==> src/rtl/sap_pkg.sv <==
// Shared opcodes, sequencer state encoding and control-word layout for the
// 8-bit bus/accumulator/ALU datapath sequencer.
package sap_pkg;

   localparam logic [2:0] OP_NOP  = 3'b000;
   localparam logic [2:0] OP_LDA  = 3'b001;
   localparam logic [2:0] OP_LDB  = 3'b010;
   localparam logic [2:0] OP_ADD  = 3'b011;
   localparam logic [2:0] OP_SUB  = 3'b100;
   localparam logic [2:0] OP_ADDI = 3'b101;
   localparam logic [2:0] OP_SUBI = 3'b110;
   localparam logic [2:0] OP_HLT  = 3'b111;

   typedef enum logic [2:0] {
      S_IDLE  = 3'd0,
      S_EXN   = 3'd1,
      S_LDI_A = 3'd2,
      S_LDI_B = 3'd3,
      S_WAIT  = 3'd4,
      S_ALU   = 3'd5,
      S_HALT  = 3'd6
   } state_t;

   // Load strobes are active low; everything else is active high.
   typedef struct packed {
      logic imm_oe;
      logic ea;
      logic eb;
      logic eu;
      logic sub;
      logic nla;
      logic nlb;
   } ctrl_t;

   localparam ctrl_t CTRL_IDLE = '{imm_oe: 1'b0, ea: 1'b0, eb: 1'b0, eu: 1'b0,
                                   sub: 1'b0, nla: 1'b1, nlb: 1'b1};

endpackage

==> src/rtl/sap_ctrl_decode.sv <==
// Combinational map from sequencer state and latched opcode to the datapath
// control word. Only one bus driver and at most one load strobe per state.
module sap_ctrl_decode
   import sap_pkg::*;
(
   input  state_t     state,
   input  logic [2:0] op,
   output ctrl_t      ctrl
);

   logic is_sub;

   // SUB and SUBI keep the subtract select high from the first settle cycle on.
   assign is_sub = (op == OP_SUB) || (op == OP_SUBI);

   // Decode the control word; idle values first so every state is covered.
   always_comb begin
      ctrl = CTRL_IDLE;
      case (state)
         S_LDI_A: begin
            ctrl.imm_oe = 1'b1;
            ctrl.nla    = 1'b0;
         end
         S_LDI_B: begin
            ctrl.imm_oe = 1'b1;
            ctrl.nlb    = 1'b0;
         end
         S_WAIT: begin
            ctrl.sub = is_sub;
         end
         S_ALU: begin
            ctrl.eu  = 1'b1;
            ctrl.sub = is_sub;
            ctrl.nla = 1'b0;
         end
         default: ;
      endcase
   end

endmodule

==> src/rtl/sap_sequencer.sv <==
// Instruction sequencer for the bus/accumulator/ALU datapath. Accepts one
// instruction per valid/ready handshake, steps through its micro-steps with
// Moore-decoded strobes, captures ALU flags and pulses done on completion.
module sap_sequencer
   import sap_pkg::*;
#(
   parameter int WIDTH    = 8,
   parameter int ALU_WAIT = 0
) (
   input  logic             clk,
   input  logic             rst_n,
   input  logic             instr_valid,
   output logic             instr_ready,
   input  logic [2:0]       instr_op,
   input  logic [WIDTH-1:0] instr_imm,
   output logic             imm_oe,
   output logic [WIDTH-1:0] imm_out,
   output logic             nLa,
   output logic             nLb,
   output logic             Ea,
   output logic             Eb,
   output logic             Eu,
   output logic             sub,
   input  logic             cf,
   input  logic             zf,
   output logic             cf_q,
   output logic             zf_q,
   output logic             done,
   output logic             halted
);

   // ALU_WAIT of 0 bypasses the settle state entirely.
   localparam logic [1:0] WAIT_LOAD = (ALU_WAIT > 0) ? 2'(ALU_WAIT - 1) : 2'd0;
   localparam state_t     ALU_ENTRY = (ALU_WAIT == 0) ? S_ALU : S_WAIT;

   state_t     state;
   state_t     state_nxt;
   logic [2:0] op_q;
   logic [1:0] wait_cnt;
   logic       xfer;
   logic       op_is_imm_alu;
   ctrl_t      ctrl;

   assign instr_ready   = (state == S_IDLE);
   assign xfer          = instr_valid && instr_ready;
   assign halted        = (state == S_HALT);
   assign op_is_imm_alu = (op_q == OP_ADDI) || (op_q == OP_SUBI);

   // Next-state selection: dispatch on accept, chain ADDI/SUBI into the ALU path.
   always_comb begin
      state_nxt = state;
      case (state)
         S_IDLE: begin
            if (xfer) begin
               case (instr_op)
                  OP_NOP:                    state_nxt = S_EXN;
                  OP_LDA:                    state_nxt = S_LDI_A;
                  OP_LDB, OP_ADDI, OP_SUBI:  state_nxt = S_LDI_B;
                  OP_ADD, OP_SUB:            state_nxt = ALU_ENTRY;
                  OP_HLT:                    state_nxt = S_HALT;
                  default:                   state_nxt = S_IDLE;
               endcase
            end
         end
         S_LDI_B: state_nxt = op_is_imm_alu ? ALU_ENTRY : S_IDLE;
         S_WAIT:  if (wait_cnt == 2'd0) state_nxt = S_ALU;
         S_EXN, S_LDI_A, S_ALU: state_nxt = S_IDLE;
         S_HALT:  state_nxt = S_HALT;
         default: state_nxt = S_IDLE;
      endcase
   end

   // Control registers: state, settle counter, immediate latch, flags, done pulse.
   always_ff @(posedge clk) begin
      if (!rst_n) begin
         state    <= S_IDLE;
         wait_cnt <= 2'd0;
         imm_out  <= '0;
         cf_q     <= 1'b0;
         zf_q     <= 1'b0;
         done     <= 1'b0;
      end else begin
         state <= state_nxt;
         done  <= (state != S_IDLE) && (state_nxt == S_IDLE);
         if (xfer) begin
            imm_out <= instr_imm;
         end
         if ((state_nxt == S_WAIT) && (state != S_WAIT)) begin
            wait_cnt <= WAIT_LOAD;
         end else if (state == S_WAIT) begin
            wait_cnt <= wait_cnt - 2'd1;
         end
         if (state == S_ALU) begin
            cf_q <= cf;
            zf_q <= zf;
         end
      end
   end

   // Opcode latch; only meaningful while an instruction is in flight.
   always_ff @(posedge clk) begin
      if (xfer) begin
         op_q <= instr_op;
      end
   end

   sap_ctrl_decode u_decode (
      .state (state),
      .op    (op_q),
      .ctrl  (ctrl)
   );

   assign imm_oe = ctrl.imm_oe;
   assign Ea     = ctrl.ea;
   assign Eb     = ctrl.eb;
   assign Eu     = ctrl.eu;
   assign sub    = ctrl.sub;
   assign nLa    = ctrl.nla;
   assign nLb    = ctrl.nlb;

endmodule

==> config.mk <==
export PLATFORM = sky130hd
export DESIGN_NAME = sap_sequencer
export DESIGN_NICKNAME = d
export VERILOG_FILES = /design/src/rtl/sap_pkg.sv /design/src/rtl/sap_ctrl_decode.sv /design/src/rtl/sap_sequencer.sv
export SDC_FILE = /design/constraint.sdc
export NUM_CORES = 1
export LEC_CHECK = 0
export BUFFER_PORTS_ARGS = -buffer_cell sky130_fd_sc_hd__clkbuf_2
export CAP_MARGIN = 20
export CORE_MARGIN = 2
export CORE_UTILIZATION = 42
export CTS_CLUSTER_SIZE = 8
export DETAILED_ROUTE_END_ITERATION = 8
export PLACE_DENSITY_LB_ADDON = 0.05
export SLEW_MARGIN = 10
export SYNTH_ARGS = -nofsm -noshare
export SYNTH_HDL_FRONTEND = slang
export SYNTH_SLANG_ARGS = --single-unit
==> constraint.sdc <==
create_clock -name clk -period 1.65 [get_ports clk]
set_clock_uncertainty 0.2 [all_clocks]
set_input_delay 0.33 -clock clk [delete_from_list [all_inputs] [get_ports clk]]
set_output_delay 0.33 -clock clk [all_outputs]
set_load 0.02 [all_outputs]
# Yosys cells after proc, flatten, opt, wreduce, memory -nomap -nowiden
# Memories as Yosys holds them, arrays and structs flattened.
# Index checks and enable logic that the tools add are counted.
[word_totals]
reg_bits = 19
latchBits = 0
ramBits = 0
romBits = 24
in_bits = 16
wordCells = 42
mem_count = 1
[op_classes]
add_sub_neg = 1
n_mul = 0
n_div = 0
n_lt_le_gt_ge = 0
eq_ne = 10
n_shift = 0
muxes = 9
bitwise_logic = 1
reduce_logical = 13
[memory_table]
columns = ["memory", "words", "word_bits", "read_ports", "rd_clocked_by_memory_dff", "write_ports", "line_no", "text"]
rows = [
  ["(name not given)", 8, 3, 1, 0, 0, "sap_sequencer.sv:55", "case (instr_op)"],
]
[op_table]
columns = ["operator", "n"]
rows = [
  ["$eq 3x3->1 const B", 7],
  ["$pmux 3 s4", 1],
  ["$mux 3", 3],
  ["$reduce_or 2->1", 4],
  ["$eq 3x2->1 const B", 2],
  ["$logic_not 3->1", 2],
  ["$mux 1", 5],
  ["$logic_and 1x1->1", 3],
  ["$ne 3x3->1 const B", 1],
  ["$reduce_bool 3->1", 1],
  ["$logic_not 2->1", 1],
  ["$logic_or 1x1->1", 2],
  ["$sub 2x1->2 const B", 1],
  ["$not 1->1", 1],
]

# Depth between registers and ports, before layout
# Gate-level depths: netlist of the first run.
[depth]
depth_word = 7
depth_mapped = 6

# By module
# Synthesis of the first run repeated with hierarchy kept, for this count alone.
[unflattened]
hier_cells = 104
area_unflattened_um2 = 974.7
[by_module_without_submodules]
columns = ["mod", "instances", "cells_per_inst", "area_each_um2", "seq_area_each_um2"]
rows = [
  ["sap_sequencer", 1, 95, 909.6, 410.4],
  ["sap_ctrl_decode", 1, 9, 65.1, 0.0],
]

# Worst setup path after synthesis of the first run
# OpenSTA, ideal clock, no wires.
[synth_path]
path_kind = "reg-to-output"
from = "register op_q[0]"
to = "output sub"
arrival_time_ns = 1.109
t_required_ns = 1.120
setup_slack_ns = 0.011
stages_incl_launch_ff = 2
path_buffers = 0
cell_sequence = "edfxtp_1 > nor4bb_1"
[synth_via]
elab_chain_len = 3
elab_cells_between_ends = 4
classes_between = "2 x eq/ne; 1 x mux; 1 x reduce/logical"
[synth_rtl]
columns = ["element", "line_no", "text"]
rows = [
  ["start: declaration", "sap_sequencer.sv:38", "logic [2:0] op_q;"],
  ["start signal: assignment", "sap_sequencer.sv:103", "op_q <= instr_op;"],
  ["$eq 3x3->1", "sap_ctrl_decode.sv:14", "assign is_sub = (op == OP_SUB) || (op == OP_SUBI);"],
  ["$logic_or 1x1->1 (*)", "sap_ctrl_decode.sv:14", ""],
  ["$mux 1 (*)", "sap_ctrl_decode.sv:19", "case (state)"],
  ["end: declaration", "sap_sequencer.sv:23", "output logic sub,"],
]
# Mark *: on every way between the ends. The rest lies on a longest branch, timed or not.

# Final worst setup path of the first run
[layout_path]
from = "register state[2]"
to = "output halted"
[layout_via]
elab_chain_len = 1
[layout_rtl]
columns = ["element", "line_no", "text"]
rows = [
  ["start: declaration", "sap_sequencer.sv:36", "state_t state;"],
  ["start signal: assignment", "sap_sequencer.sv:83", "state <= state_nxt;"],
  ["$eq 3x3->1", "sap_sequencer.sv:46", "assign halted = (state == S_HALT);"],
  ["end: declaration", "sap_sequencer.sv:29", "output logic halted"],
]
# Every way passes these cells.

==> results.md, run 1 <==
Routing:
- The total wire length after detailed routing is ~1900 um.
- The detailed router finished its first iteration with 10 violations.
- The residual antenna-violating net count after detailed routing is 0.
- After detailed routing, the average wire length per cell comes to roughly 11 um.
- The count of unresolved DRC violations after routing is 0.
- The via density per instance is 4.769.
- The first detailed-routing pass ran for 4 iterations.
- For this block, the via count after detailed routing is slightly above 800.

Cells and area:
- Summing all non-filler instances in the final layout gives an area of 1318 um2.
- The proportion of layout cells with a drive suffix above 1 is 0.4483.
- Measured on the finished design, the core utilization comes to 0.6073.
- The top cell types in the final layout, fill and taps aside, are 26 x sky130_fd_sc_hd__clkbuf_2, 19 x sky130_fd_sc_hd__nand2_1, 15 x sky130_fd_sc_hd__buf_4, 13 x sky130_fd_sc_hd__dfxtp_1, 9 x sky130_fd_sc_hd__a21boi_1.
- At the end of the flow, the number of nets in the layout was 167.
- The diode insertion count for antenna repair is 0.
- From synthesis to final layout, the design area changed by 39.47%.
- The number of filler cells placed in the layout is between 200 and 250.
- The commonest non-fill, non-tap cell in the layout is sky130_fd_sc_hd__clkbuf_2.

Timing:
- Across all setup checks in the final design, the least slack found is -0.1067 ns.
- The highest attainable clock frequency is around 0.57 GHz.
- The worst-case hold slack is 0.03890 ns.
- Of the available clock period, the critical path in the final layout requires 1.065.
- Counting I/O delays and the setup requirement, the final critical path takes 1.757 ns.
- Setup repair after global routing could not meet its margin everywhere.
- Setup violations remaining at the end of the flow were counted as 6.
- The number of max-slew violations in the final report came to 0.
- The hold violation total from the final report is 0.

Worst setup path:
- The kind of capture point of the worst setup path is a primary output.
- The highest net fanout along the worst path is 7.
- The worst-case register-to-register setup slack is 0 ns.
- The data arrival time of the worst path is about 1.2 ns.
- The critical path is of the reg2out type.
- The startpoint type of the worst setup path is a flip-flop.
- At the worst endpoint, the required time is 1.12 ns.
- In this run the critical register-to-register path is captured at state[1].
- For the worst flop-to-flop path, the logic depth is 4.
- The startpoint identified for the worst register-to-register timing path is state[2].

Flow run:
- The number of violations of the max-capacitance limit is 0.

Logic synthesis:
- In the synthesized netlist the async set-or-reset flop fraction comes to 0.
- The count of warnings emitted by yosys is 0.
- The post-synthesis adder-cell area fraction is 0.06623.
- The synthesized design contains 3 enable-type register cells.
- In this run the cell area of the synthesized design comes to 944.7 um2.
- For this run, the register share of the synthesized area comes to 0.4344.
- Of the total synthesized cell area, the portion taken by XOR and XNOR cells is 0.01854.
- The flop and latch count out of synthesis is 19.
- The top flip-flop cell by instance count after synthesis is sky130_fd_sc_hd__dfxtp_1.
- Counting every instance in the synthesized netlist gives 98.
- The number of distinct library cells after synthesis is 33.
- Of the post-synthesis cell area, the part taken by muxes is 0.03179.
- Each instance of the synthesized netlist takes up on average a little under 10 um2.
- The combinational family with the most area after synthesis is simple AND/OR/NAND/NOR gates.
- Of the total synthesized cell area, the portion taken by AND, OR, NAND and NOR gates is 0.2172.
- The share of the synthesized area in compound gates (AO/OA/AOI/OAI) is 0.1444.

Run status:
- The flow ran to the end, but the final reports show violations.
- The final reports fail on setup timing.

Floorplanning:
- The row count is 17.
- The initial utilization of the core area, before any placement, comes to 0.4354.
- From bottom edge to top edge, the die measures 51.43 um.
- The total area inside the core boundary comes to about 2200 um2.
- The die area is approximately 2600 um2.
- The boundary pin count is 36.
- Measured along the x axis, the die boundary spans 51.43 um.

Global route:
- In the global route stage, overall resource usage came out at 0.1628.
- The first global-routing pass estimated around 3200 um of wire.
- The number of global-route vias before repair was 729.
- The remaining global-route overflow is 0.
- The number of antenna violations at the first check in global routing was 0.
- The largest net degree at the start of global routing is 17.

Worst hold path:
- The min-delay analysis places its worst path in the category in2reg.
- For hold timing, the worst endpoint is imm_out[2].
- The worst hold path passes through 3 cells.
- The startpoint identified for the worst hold timing path is instr_imm[2].

Placement:
- Port buffering added 33 buffers.
- The post-placement cell area is about 1200 um2.
- The detailed placer's ending HPWL is around 1400 um.
- Routability-driven placement finished with a final weighted congestion of approximately 0.8.
- The minimum setup slack after placement is around 0.013 ns.

Clock network:
- The maximum buffer depth of the clock tree is 2.
- TritonCTS built the clock tree.
- The clock transition at the registers of the reported paths is 0.11 ns.
- The root buffer cell is sky130_fd_sc_hd__clkbuf_4.
- The CTS buffer count is 3.
- The number of H-tree levels is 1.
- The number of clock sinks is 19.
- For the worst-skew pair, the clock arrives at the later sink with an insertion delay of 0.30 ns.

Pwr:
- VDD sags by at most between 500 and 600 uV.
- The switching power as a share of total power is 0.3107.
- Power spread over the standard cell area amounts to 855.4 nW/um2.
- The internal power contribution is slightly below 0.0008 W.
- The post-layout total power is between 0.001 and 0.0015 W.
- The proportion of power drawn by the clock network is 0.210.
- Summed over all cells, the static leakage comes to roughly 0.62 nW.
- In this run the power spent charging and discharging nets is between 0.0003 and 0.0004 W.
- Of the total power, registers draw 0.478.
- The combinational fraction of design power is 0.312.
worst max-delay path, stage by stage, from the launching register on:
cell                      delay (ns)
sky130_fd_sc_hd__dfxtp_2        0.34
sky130_fd_sc_hd__buf_6          0.13
sky130_fd_sc_hd__and2b_2        0.19
sky130_fd_sc_hd__and2_4         0.14
sky130_fd_sc_hd__buf_8          0.12
sequential cells by signal (all words and copies together) (netlist names):
name / count
done: 1
wait_cnt: 2
op_q: 3
imm_out: 8
state: 3
cf_q: 1
zf_q: 1
Yosys cell counts (all sizes together) (2+ instances only):
library cell / instances / area share
nand2: 19 / 0.075
dfxtp: 16 / 0.34
a21boi: 10 / 0.079
inv: 6 / 0.024
buf: 5 / 0.052
ha: 5 / 0.066
edfxtp: 3 / 0.095
mux2i: 3 / 0.032
nor2: 3 / 0.012
nor2b: 3 / 0.020
a211oi: 2 / 0.026
clkbuf: 2 / 0.0079
nand3b: 2 / 0.016
nor3b: 2 / 0.016
nor4bb: 2 / 0.021
per-layer routing:
layer  global-route usage  up-vias  share of wire
met5                    0        -              0
met4              0.09211        0          0.017
met3              0.03801        4          0.050
met2               0.2457       20           0.49
met1               0.2117      377           0.44
li1                     -      424              -
worst max path at each step:
stage | slack [ns] | start | cells after the start | end
3_3_place_gp | 0.03 | instr_valid | 5 | wait_cnt[1]
6_report | -0.11 | state[2] | 4 | halted
3_5_place_dp | 0.01 | instr_valid | 5 | wait_cnt[1]
2_1_floorplan | 0.01 | op_q[0] | 1 | sub
5_1_grt | -0.17 | state[1] | 5 | nLa
4_1_cts | -0.12 | state[2] | 4 | halted
power groups by stage:
stage          sequential [W]  clock, W  combinational (W)
2_1_floorplan        0.000573         0           0.000176
3_3_place_gp         0.000545         0           0.000301
3_5_place_dp         0.000547         0           0.000305
4_1_cts              0.000538  0.000243           0.000319
5_1_grt              0.000544  0.000274           0.000386
6_report             0.000539  0.000237           0.000351
logic make-up (layout without fill, tap and decap cells):
family | Yosys count | in the layout
other | 1 | 2
buffers and inverters | 13 | 59
AND/OR/NAND/NOR | 38 | 38
AO/OA/AOI/OAI | 17 | 17
multiplexers | 3 | 3
adder cells (fa/ha/maj) | 5 | 5
XOR/XNOR | 2 | 2
flip-flops | 19 | 19
final cells by class:
cell class	count	area, um2	share of cell area
clock buffer	3	22.52	0.01709
clock inverter	1	5.005	0.003799
inverter	6	27.53	0.02089
multi-input combinational	67	480.5	0.3647
sequential	19	414.1	0.3143
tap	28	35.03	0.02659
timing repair buffer	49	332.8	0.2526
through the flow:
| step | setup TNS [ns] | std cells |
|---|---|---|
| detailed placement | 0 | 162 |
| global placement | 0 | 162 |
| floorplan | 0 | 99 |
| finish | -0.3985 | 173 |
| global route | -0.9557 | 173 |
| CTS | -0.6017 | 169 |
repair_timing:
item                                    4_1_cts  5_1_grt
hold buffers                                  0        0
setup buffers                                 3        4
hold endpoints to repair                      0        0
resized for setup                            11       17
pin swaps                                     2        1
endpoints found under the setup margin        7       20
Note: power is estimated with default switching activity, not from simulation.
==> inputs of run 2 (changes only) <==
--- a/config.mk
+++ b/config.mk
@@ -7,11 +7,11 @@
 export LEC_CHECK = 0
 export BUFFER_PORTS_ARGS = -buffer_cell sky130_fd_sc_hd__clkbuf_2
 export CAP_MARGIN = 20
-export CORE_MARGIN = 2
 export CORE_UTILIZATION = 42
 export CTS_CLUSTER_SIZE = 8
 export DETAILED_ROUTE_END_ITERATION = 8
 export PLACE_DENSITY_LB_ADDON = 0.05
+export RECOVER_POWER = 25
 export SLEW_MARGIN = 10
 export SYNTH_ARGS = -nofsm -noshare
 export SYNTH_HDL_FRONTEND = slang
==> run 2 against run 1 <==
  * The run still ends with setup timing left
  * Sequential share of layout area shrank 2.3 points
  * Sequential power is 1% higher
  * Via count grew 1.1%
  * Global-route usage rose by 2.8 points
  * Core utilization rose by 8.7 points
==> results.md, run 2 (synthesized netlist as in run 1, its figures left out) <==
Timing:
- The number of max-slew violations in the final report is 0 (unchanged).
- The shortest clock period the worst path allows after layout was 1.815 ns (was 1.757 ns).
- The post-route worst setup slack is -0.1648 ns (was -0.1067 ns).
- The hold violation total from the final report is 0 (unchanged).
- The portion of the clock cycle consumed by the worst path in the final layout is 1.100 (was 1.065).
- The highest attainable clock frequency is 0.5510 GHz (was 0.5692 GHz).
- Unrepaired setup endpoints after global routing: true (unchanged).
- The total of endpoints with negative setup slack in the final report came to 22 (was 6).
- The final total negative setup slack was -1.159 ns (was -0.3985 ns).

Floorplanning:
- The initial standard-cell utilization of the core came to 0.4626 (was 0.4354).
- The die area came to 2443 um2 (was 2645 um2).
- The core area was 2042 um2 (was 2170 um2).
- The y dimension of the die came to 49.43 um (was 51.43 um).
- The boundary pin count is 36 (unchanged).
- The row count is 16 (was 17).
- The x dimension of the die is 49.43 um (was 51.43 um).

Run status:
- Outcome: finished, violations left (unchanged).
- Violations in the final reports: setup timing (unchanged).

Pwr:
- The power density over the cells was 838.4 nW/um2 (was 855.4 nW/um2).
- The standby leakage power is 0.6507 nW (was 0.6197 nW).
- The worst vdd rail ir drop is 584.8 uV (was 502.9 uV).

Worst setup path:
- The library cell appearing most often on the critical path is sky130_fd_sc_hd__buf_6.
- The startpoint type of the worst setup path is a flip-flop (unchanged).
- The worst-path cell with the longest stage delay is sky130_fd_sc_hd__dfxtp_2 (unchanged).
- The worst setup path category is reg2out (unchanged).
- The data arrival time of the worst path is 1.28 ns (was 1.23 ns).
- The combined buffer and inverter count along the critical path came to 3 (was 2).
- The category of cells accounting for the largest share of critical-path delay is buffers and inverters (was flip-flops).
- The kind of capture point of the worst setup path is a primary output (unchanged).
- Critical path, cell by cell: buf_6 -> buf_4 -> nor3_4 -> buf_6 (was buf_6 -> and2b_2 -> and2_4 -> buf_8).
- The highest net fanout along the worst path came to 5 (was 7).
- The data required time of the critical path is 1.12 ns (about the same).
- The critical path's largest stage delay came to 0.35 ns (was 0.34 ns).

Routing:
- The final routed wire length divided by cell count is 12.73 um (was 11.05 um).
- The iteration-0 DRC count of the detailed router is 11 (was 10).
- The via density per instance is 4.877 (was 4.769).
- The count of unresolved DRC violations after routing is 0 (unchanged).
- The residual antenna-violating net count after detailed routing is 0 (unchanged).
- The length of the first detailed-routing pass in iterations was 4 (unchanged).
- The total number of vias was 834 (was 825).
- The total wire length after detailed routing came to 2176 um (was 1912 um).

Cells and area:
- The diode insertion count for antenna repair is 0 (unchanged).
- Most frequent cells in the layout: 23 x sky130_fd_sc_hd__clkbuf_2, 14 x sky130_fd_sc_hd__dfxtp_1, 11 x sky130_fd_sc_hd__buf_4, 8 x sky130_fd_sc_hd__nand2_1 (was 26 x sky130_fd_sc_hd__clkbuf_2, 19 x sky130_fd_sc_hd__nand2_1, 15 x sky130_fd_sc_hd__buf_4, 13 x sky130_fd_sc_hd__dfxtp_1, 9 x sky130_fd_sc_hd__a21boi_1).
- The proportion of layout cells with a drive suffix above 1 was 0.5486 (was 0.4483).
- The commonest non-fill, non-tap cell in the layout is sky130_fd_sc_hd__clkbuf_2 (unchanged).
- The number of filler cells placed in the layout was 161 (was 201).
- The register with the most flip-flops was imm_out (unchanged).
- Biggest registers after layout: imm_out: 8 flops, op_q: 3 flops, state: 3 flops (unchanged).
- The signed area change from the synthesized netlist to the final layout is 50.07% (was 39.47%).
- The count of non-filler cells in the finished layout is 171 (was 173).
- The number of flip-flops under the largest register name is 8 (unchanged).
- The area of all placed cells without fillers is 1418 um2 (was 1318 um2).
- The number of nets in the layout is 166 (was 167).

Global route:
- The total global routing track utilization came to 0.1907 (was 0.1628).
- The largest net degree at the start of global routing is 17 (unchanged).
- The number of antenna violations at the first check in global routing is 0 (unchanged).
- The number of global-route vias before repair is 787 (was 729).
- The remaining global-route overflow was 0 (unchanged).
- The wire length of the first global-routing pass is 3512 um (was 3174 um).

Placement:
- The post-placement cell area is 1136 um2 (was 1172 um2).
- The detailed placer's ending HPWL is 1409 um (was 1413 um).
- The number of buffer cells added on primary ports is 33 (unchanged).
- The number of instances in the placed design is 158 (was 162).
- The minimum setup slack after placement was -0.02785 ns (was 0.01288 ns).
- The placer's final routability congestion estimate is 0.7729 (was 0.8109).

Clock network:
- The CTS tree was done (unchanged).
- The CTS buffer count is 3 (unchanged).
- The number of clock sinks is 19 (unchanged).
- The clock latency on the worst-skew pair was 0.29 ns (was 0.30 ns).
- The clock transition at the registers of the reported paths is 0.11 ns (about the same).
- The number of H-tree levels came to 1 (unchanged).
- The root buffer cell was sky130_fd_sc_hd__clkbuf_4 (unchanged).
- The maximum buffer depth of the clock tree is 2 (unchanged).

Worst hold path:
- The worst hold path class is in2reg (unchanged).

Flow run:
- The number of violations of the max-capacitance limit is 0 (unchanged).
## run 2: cell types whose count changed in the layout (fill, tap and decap cells not counted), moves of 2 or more
cell,delta
sky130_fd_sc_hd__clkbuf_1,+4
sky130_fd_sc_hd__nand2_4,+4
sky130_fd_sc_hd__a21boi_2,+3
sky130_fd_sc_hd__buf_4,-4
sky130_fd_sc_hd__nand2_1,-11
sky130_fd_sc_hd__nand2_2,+7
sky130_fd_sc_hd__clkbuf_8,+2
sky130_fd_sc_hd__buf_2,-2
sky130_fd_sc_hd__nor3b_1,-2
sky130_fd_sc_hd__nor3b_2,+2
sky130_fd_sc_hd__clkbuf_2,-3
sky130_fd_sc_hd__a21boi_1,-2
## run 2: final timing paths
kind | end | start | cells after the start | slack, ns
min reg2reg | imm_out[7] | imm_out[7] | 2 | 0.27
min | imm_out[1] | instr_imm[1] | 3 | 0.05
max reg2reg | state[1] | state[1] | 4 | -0.04
max | instr_ready | state[1] | 4 | -0.16
## run 2: final cells by class
cell class	count	area, um2	share of cell area
clock buffer	3	22.52	0.01589
clock inverter	1	5.005	0.003530
inverter	6	30.03	0.02118
multi-input combinational	67	569.3	0.4016
sequential	19	412.9	0.2913
tap	27	33.78	0.02383
timing repair buffer	47	335.3	0.2365
timing repair inverter	1	8.758	0.006178
## run 2: where the power goes
part / switching, W / internal (W)
registers: 0.0000297 / 0.000516
clock network: 0.000144 / 0.0000900
logic: 0.000220 / 0.000190
## run 2: metal layers
metal / wire length [um] / up-vias / GRT usage
met3: 82 / 4 / 0.02804
li1: - / 422 / -
met2: 1103 / 27 / 0.3219
met5: 0 / - / 0
met4: 34 / 0 / 0.08571
met1: 956 / 381 / 0.2385
## run 2: stage by stage
| stage | hold slack (ns) | utilization | power, W |
|---|---|---|---|
| floorplan | 0.2289 | - | 0.0007490 |
| global placement | 0.2409 | 0.5564 | 0.0008228 |
| detailed placement | 0.2477 | 0.5564 | 0.0008312 |
| CTS | 0.03555 | 0.6281 | 0.001117 |
| global route | 0.05241 | 0.6942 | 0.001251 |
| finish | 0.04908 | 0.6942 | 0.001188 |
## run 2: repair_timing
item                                    CTS  global route
pin swaps                                 9            18
resized for setup                        24            33
gates cloned                              1             0
endpoints found under the hold margin     0             0
hold buffers                              0             0
endpoints found under the setup margin    9            23
buffers inserted                          4             6
## run 2: tightest hold or removal path, cell delays in order
cell                       delay (ns)
sky130_fd_sc_hd__clkbuf_2        0.08
sky130_fd_sc_hd__nand2_1         0.04
sky130_fd_sc_hd__a21boi_1        0.05
==> inputs of run 3 (changes only) <==
--- a/config.mk
+++ b/config.mk
@@ -7,7 +7,7 @@
 export LEC_CHECK = 0
 export BUFFER_PORTS_ARGS = -buffer_cell sky130_fd_sc_hd__clkbuf_2
 export CAP_MARGIN = 20
-export CORE_UTILIZATION = 42
+export CORE_UTILIZATION = 43
 export CTS_CLUSTER_SIZE = 8
 export DETAILED_ROUTE_END_ITERATION = 8
 export PLACE_DENSITY_LB_ADDON = 0.05
@@ -15,4 +15,6 @@
 export SLEW_MARGIN = 10
 export SYNTH_ARGS = -nofsm -noshare
 export SYNTH_HDL_FRONTEND = slang
+export SYNTH_HIERARCHICAL = 1
 export SYNTH_SLANG_ARGS = --single-unit
+export TNS_END_PERCENT = 30
==> run 3 against run 2 <==
  * The flow still finishes with violations (setup timing)
  * Global-route usage fell by 1.1 points
  * Count of clock-buffer cells in the layout rose by 1
  * Core utilization fell by 2.6 points
  * Critical path depth did not move
  * Power fell by 8.9%
  * Die area rose by 0.75%
  * Sequential cell count did not move
  * First-iteration DRC count did not move
  * Design area fell by 3.7%
  * Sequential share of layout area rose by 1.2 points
  * Combinational power fell by 21%
  * Critical path type unchanged
  * Critical endpoint is now nLa
  * Largest power group unchanged
  * Highest routed layer unchanged
==> results.md, run 3 <==
Global route:
- The global routing met3 resource utilization is 0.02778 (was 0.02804).
- The wire length of the first global-routing pass is 3401 um (was 3512 um).
- The number of antenna violations at the first check in global routing came to 0 (unchanged).
- The largest net degree at the start of global routing was 15 (was 17).
- The met2 track demand over resource in global routing is 0.3266 (was 0.3219).
- The number of global-route vias before repair is 845 (was 787).
- The total global routing track utilization is 0.1798 (was 0.1907).
- The remaining global-route overflow is 0 (unchanged).
- The met1 usage in global routing is 0.2054 (was 0.2385).
- The most used routing layer in global routing is met2 (unchanged).

Cells and area:
- The diode insertion count for antenna repair is 0 (unchanged).
- The register with the most flip-flops is imm_out (unchanged).
- The commonest non-fill, non-tap cell in the layout is sky130_fd_sc_hd__clkbuf_2 (unchanged).
- The count of non-filler cells in the finished layout is 180 (was 171).
- The proportion of layout cells with a drive suffix above 1 is 0.4248 (was 0.5486).
- The area occupied by registers came to 414.1 um2 (was 412.9 um2).
- The number of nets in the layout was 175 (was 166).
- The number of filler cells placed in the layout was 184 (was 161).
- The area of the multi-input gates came to 549.3 um2 (was 569.3 um2).
- The utilization after layout came to 0.6685 (was 0.6942).
- The signed area change from the synthesized netlist to the final layout is 40.05% (was 50.07%).
- The number of flip-flops under the largest register name is 8 (unchanged).
- Biggest registers after layout: imm_out: 8 flops, op_q: 3 flops, state: 3 flops (unchanged).
- Most frequent cells in the layout: 26 x sky130_fd_sc_hd__clkbuf_2, 19 x sky130_fd_sc_hd__nand2_1, 13 x sky130_fd_sc_hd__dfxtp_1, 7 x sky130_fd_sc_hd__buf_4, 6 x sky130_fd_sc_hd__a21boi_1 (was 23 x sky130_fd_sc_hd__clkbuf_2, 14 x sky130_fd_sc_hd__dfxtp_1, 11 x sky130_fd_sc_hd__buf_4, 8 x sky130_fd_sc_hd__nand2_1).

Worst setup path:
- The startpoint of the worst setup timing path is state[1] (unchanged).
- The highest net fanout along the worst path is 5 (unchanged).
- The capture point of the worst reg-to-reg path is op_q[0] (was state[1]).
- The data arrival time of the worst path is 1.21 ns (was 1.28 ns).
- The startpoint type of the worst setup path was a flip-flop (unchanged).
- The kind of capture point of the worst setup path is a primary output (unchanged).
- The reg-to-reg startpoint is state[1] (unchanged).
- The data required time of the critical path is 1.12 ns (about the same).
- The worst setup path category is reg2out (unchanged).
- The number of cells on the worst reg-to-reg path is 3 (was 4).
- The worst-case register-to-register setup slack came to 0.04 ns (was -0.04 ns).

Logic synthesis:
- The mapped cell area is 974.7 um2 (was 944.7 um2).
- The share of synthesized area occupied by flip-flops and latches is 0.4211 (was 0.4344).
- The mean area per synthesized cell was 9.372 um2 (was 9.639 um2).
- The gate count of the mapped netlist was 104 (was 98).
- The flop and latch count out of synthesis is 19 (unchanged).
- The area share of the largest cell type after synthesis was 0.3286 (was 0.3391).
- The top flip-flop cell by instance count after synthesis is sky130_fd_sc_hd__dfxtp_1 (unchanged).
- Area contributors post-synth: sky130_fd_sc_hd__dfxtp_1 33%, sky130_fd_sc_hd__edfxtp_1 9.2%, sky130_fd_sc_hd__nand2_1 7.7% (was sky130_fd_sc_hd__dfxtp_1 34%, sky130_fd_sc_hd__edfxtp_1 9.5%, sky130_fd_sc_hd__nand2_1 7.5%).
- Leading cell types by count after synthesis: 20 x sky130_fd_sc_hd__nand2_1, 16 x sky130_fd_sc_hd__dfxtp_1, 9 x sky130_fd_sc_hd__a21boi_0 (was 19 x sky130_fd_sc_hd__nand2_1, 16 x sky130_fd_sc_hd__dfxtp_1, 9 x sky130_fd_sc_hd__a21boi_1).
- The number of synthesized flops with an enable pin is 3 (unchanged).
- The number of distinct library cells after synthesis is 39 (was 33).
- The top cell type by total area after synthesis is sky130_fd_sc_hd__dfxtp_1 (unchanged).
- The library cell with the highest instance count after synthesis is sky130_fd_sc_hd__nand2_1 (unchanged).
- The count of warnings emitted by yosys was 6 (was 0).
- The share of synthesized flip-flops with an asynchronous set or reset came to 0 (unchanged).

Pwr:
- The power density over the cells is 793.2 nW/um2 (was 838.4 nW/um2).
- The standby leakage power is 0.6194 nW (was 0.6507 nW).
- The worst vdd rail ir drop is 507.7 uV (was 584.8 uV).

Timing:
- The portion of the clock cycle consumed by the worst path in the final layout is 1.057 (was 1.100).
- The highest attainable clock frequency is 0.5733 GHz (was 0.5510 GHz).
- The hold violation total from the final report is 0 (unchanged).
- The final total negative setup slack came to -0.2922 ns (was -1.159 ns).
- The worst-case hold slack is 0.04706 ns (was 0.04908 ns).
- The shortest clock period the worst path allows after layout is 1.744 ns (was 1.815 ns).
- The post-route worst setup slack is -0.09441 ns (was -0.1648 ns).
- The number of max-slew violations in the final report came to 0 (unchanged).
- Unrepaired setup endpoints after global routing: true (unchanged).
- The total of endpoints with negative setup slack in the final report is 6 (was 22).

Floorplanning:
- The row count came to 16 (unchanged).
- The boundary pin count came to 36 (unchanged).
- The die area is 2461 um2 (was 2443 um2).
- The x dimension of the die is 49.61 um (was 49.43 um).
- The y dimension of the die was 49.61 um (was 49.43 um).
- The core area is 2042 um2 (unchanged).
- The initial standard-cell utilization of the core is 0.4773 (was 0.4626).

Run status:
- Violations in the final reports: setup timing (unchanged).
- Outcome: finished, violations left (unchanged).

Placement:
- The number of instances in the placed design is 173 (was 158).
- The placer's final routability congestion estimate is 0.7065 (was 0.7729).
- The detailed placer's ending HPWL is 1602 um (was 1409 um).
- The minimum setup slack after placement is -0.1574 ns (was -0.02785 ns).
- The number of buffer cells added on primary ports came to 33 (unchanged).

Worst hold path:
- The worst hold path class is in2reg (unchanged).
- The number of instances on the worst hold path is 3 (unchanged).
- The end of the worst hold path is imm_out[1] (unchanged).
- The startpoint of the worst hold path is instr_imm[1] (unchanged).

Routing:
- The iteration-0 DRC count of the detailed router was 11 (unchanged).
- The residual antenna-violating net count after detailed routing is 0 (unchanged).
- The via density per instance came to 4.933 (was 4.877).
- The total number of vias was 888 (was 834).
- The total wire length after detailed routing is 2058 um (was 2176 um).
- The length of the first detailed-routing pass in iterations is 4 (unchanged).
- The count of unresolved DRC violations after routing is 0 (unchanged).
- The final routed wire length divided by cell count was 11.43 um (was 12.73 um).

Clock network:
- The CTS buffer count is 3 (unchanged).
- The root buffer cell is sky130_fd_sc_hd__clkbuf_4 (unchanged).
- The clock latency on the worst-skew pair came to 0.29 ns (about the same).
- The quantity of hold-fixing buffers added after cts is 0 (unchanged).
- The maximum buffer depth of the clock tree came to 2 (unchanged).
- The CTS tree was done (unchanged).
- The number of clock sinks is 19 (unchanged).
- The number of H-tree levels is 1 (unchanged).
- The clock transition at the registers of the reported paths is 0.10 ns (was 0.11 ns).

Flow run:
- The number of violations of the max-capacitance limit is 0 (unchanged).
==> run 3: cell count changes after synthesis, moves of 2 or more <==
cell	before	now
sky130_fd_sc_hd__a21boi_1	9	0
sky130_fd_sc_hd__a21boi_0	1	9
sky130_fd_sc_hd__and2_1	1	3
sky130_fd_sc_hd__buf_6	3	1
sky130_fd_sc_hd__nand2b_1	0	2
sky130_fd_sc_hd__nor2b_1	3	5
sky130_fd_sc_hd__nor4bb_1	2	0
==> run 3: what timing repair did <==
item | 4_1_cts | 5_1_grt
setup endpoints to repair | 14 | 14
buffers inserted | 1 | 0
pin swaps | 1 | 0
endpoints found under the hold margin | 0 | 0
resized for setup | 19 | 13
gates cloned | 1 | 1
==> run 3: per-layer routing <==
| layer | vias to the layer above | share of wire |
|---|---|---|
| met2 | 33 | 0.50 |
| met5 | - | 0 |
| met3 | 4 | 0.042 |
| li1 | 450 | - |
| met1 | 401 | 0.44 |
| met4 | 0 | 0.016 |
==> run 3: how the worst max path moves through the flow <==
stage	to	slack, ns	cells past startpoint
2_1_floorplan	wait_cnt[1]	0.03	5
3_3_place_gp	wait_cnt[0]	-0.11	6
3_5_place_dp	wait_cnt[1]	-0.16	6
4_1_cts	nLa	-0.10	4
5_1_grt	nLa	-0.16	4
6_report	nLa	-0.09	4
==> run 3: logic make-up (layout without fill, tap and decap cells) <==
logic type | Yosys count | in the layout | share of synthesized area
mux | 3 | 3 | 0.03081
buf+inv | 11 | 59 | 0.05776
xor+xnor | 1 | 1 | 0.008988
fa+ha+maj | 5 | 5 | 0.06418
compound gates | 20 | 20 | 0.1605
simple gates | 44 | 44 | 0.2529
flops | 19 | 19 | 0.4211
other cells | 1 | 2 | 0.003847
==> run 3: where the power goes <==
group	leakage, nW	switching, W	internal, W
logic	0.444	0.000173	0.000150
registers	0.161	0.0000215	0.000512
clock network	0.0150	0.000133	0.0000939
total	0.619	0.000327	0.000755
==> run 3: layout make-up <==
cell class / count / share of cell area
Clock buffer: 4 / 0.01925
Inverter: 6 / 0.02016
Multi-Input combinational cell: 75 / 0.4024
Sequential cell: 19 / 0.3034
Tap cell: 27 / 0.02475
Timing Repair Buffer: 49 / 0.2301
==> run 3: metrics by stage <==
| stage | instance area, um2 | power, W |
|---|---|---|
| 3_5_place_dp | 1262 | 0.0008333 |
| 4_1_cts | 1355 | 0.001084 |
| 5_1_grt | 1365 | 0.001148 |
| 2_1_floorplan | 999.7 | 0.0007177 |
| 6_report | 1365 | 0.001083 |
| 3_3_place_gp | 1262 | 0.0008239 |
==> run 3: critical path, cell delays in order, from the launching register on <==
cell and delay, ns:
sky130_fd_sc_hd__dfxtp_2 0.36, sky130_fd_sc_hd__buf_6 0.11, sky130_fd_sc_hd__and3b_1 0.19, sky130_fd_sc_hd__a21oi_2 0.11
sky130_fd_sc_hd__clkbuf_8 0.15
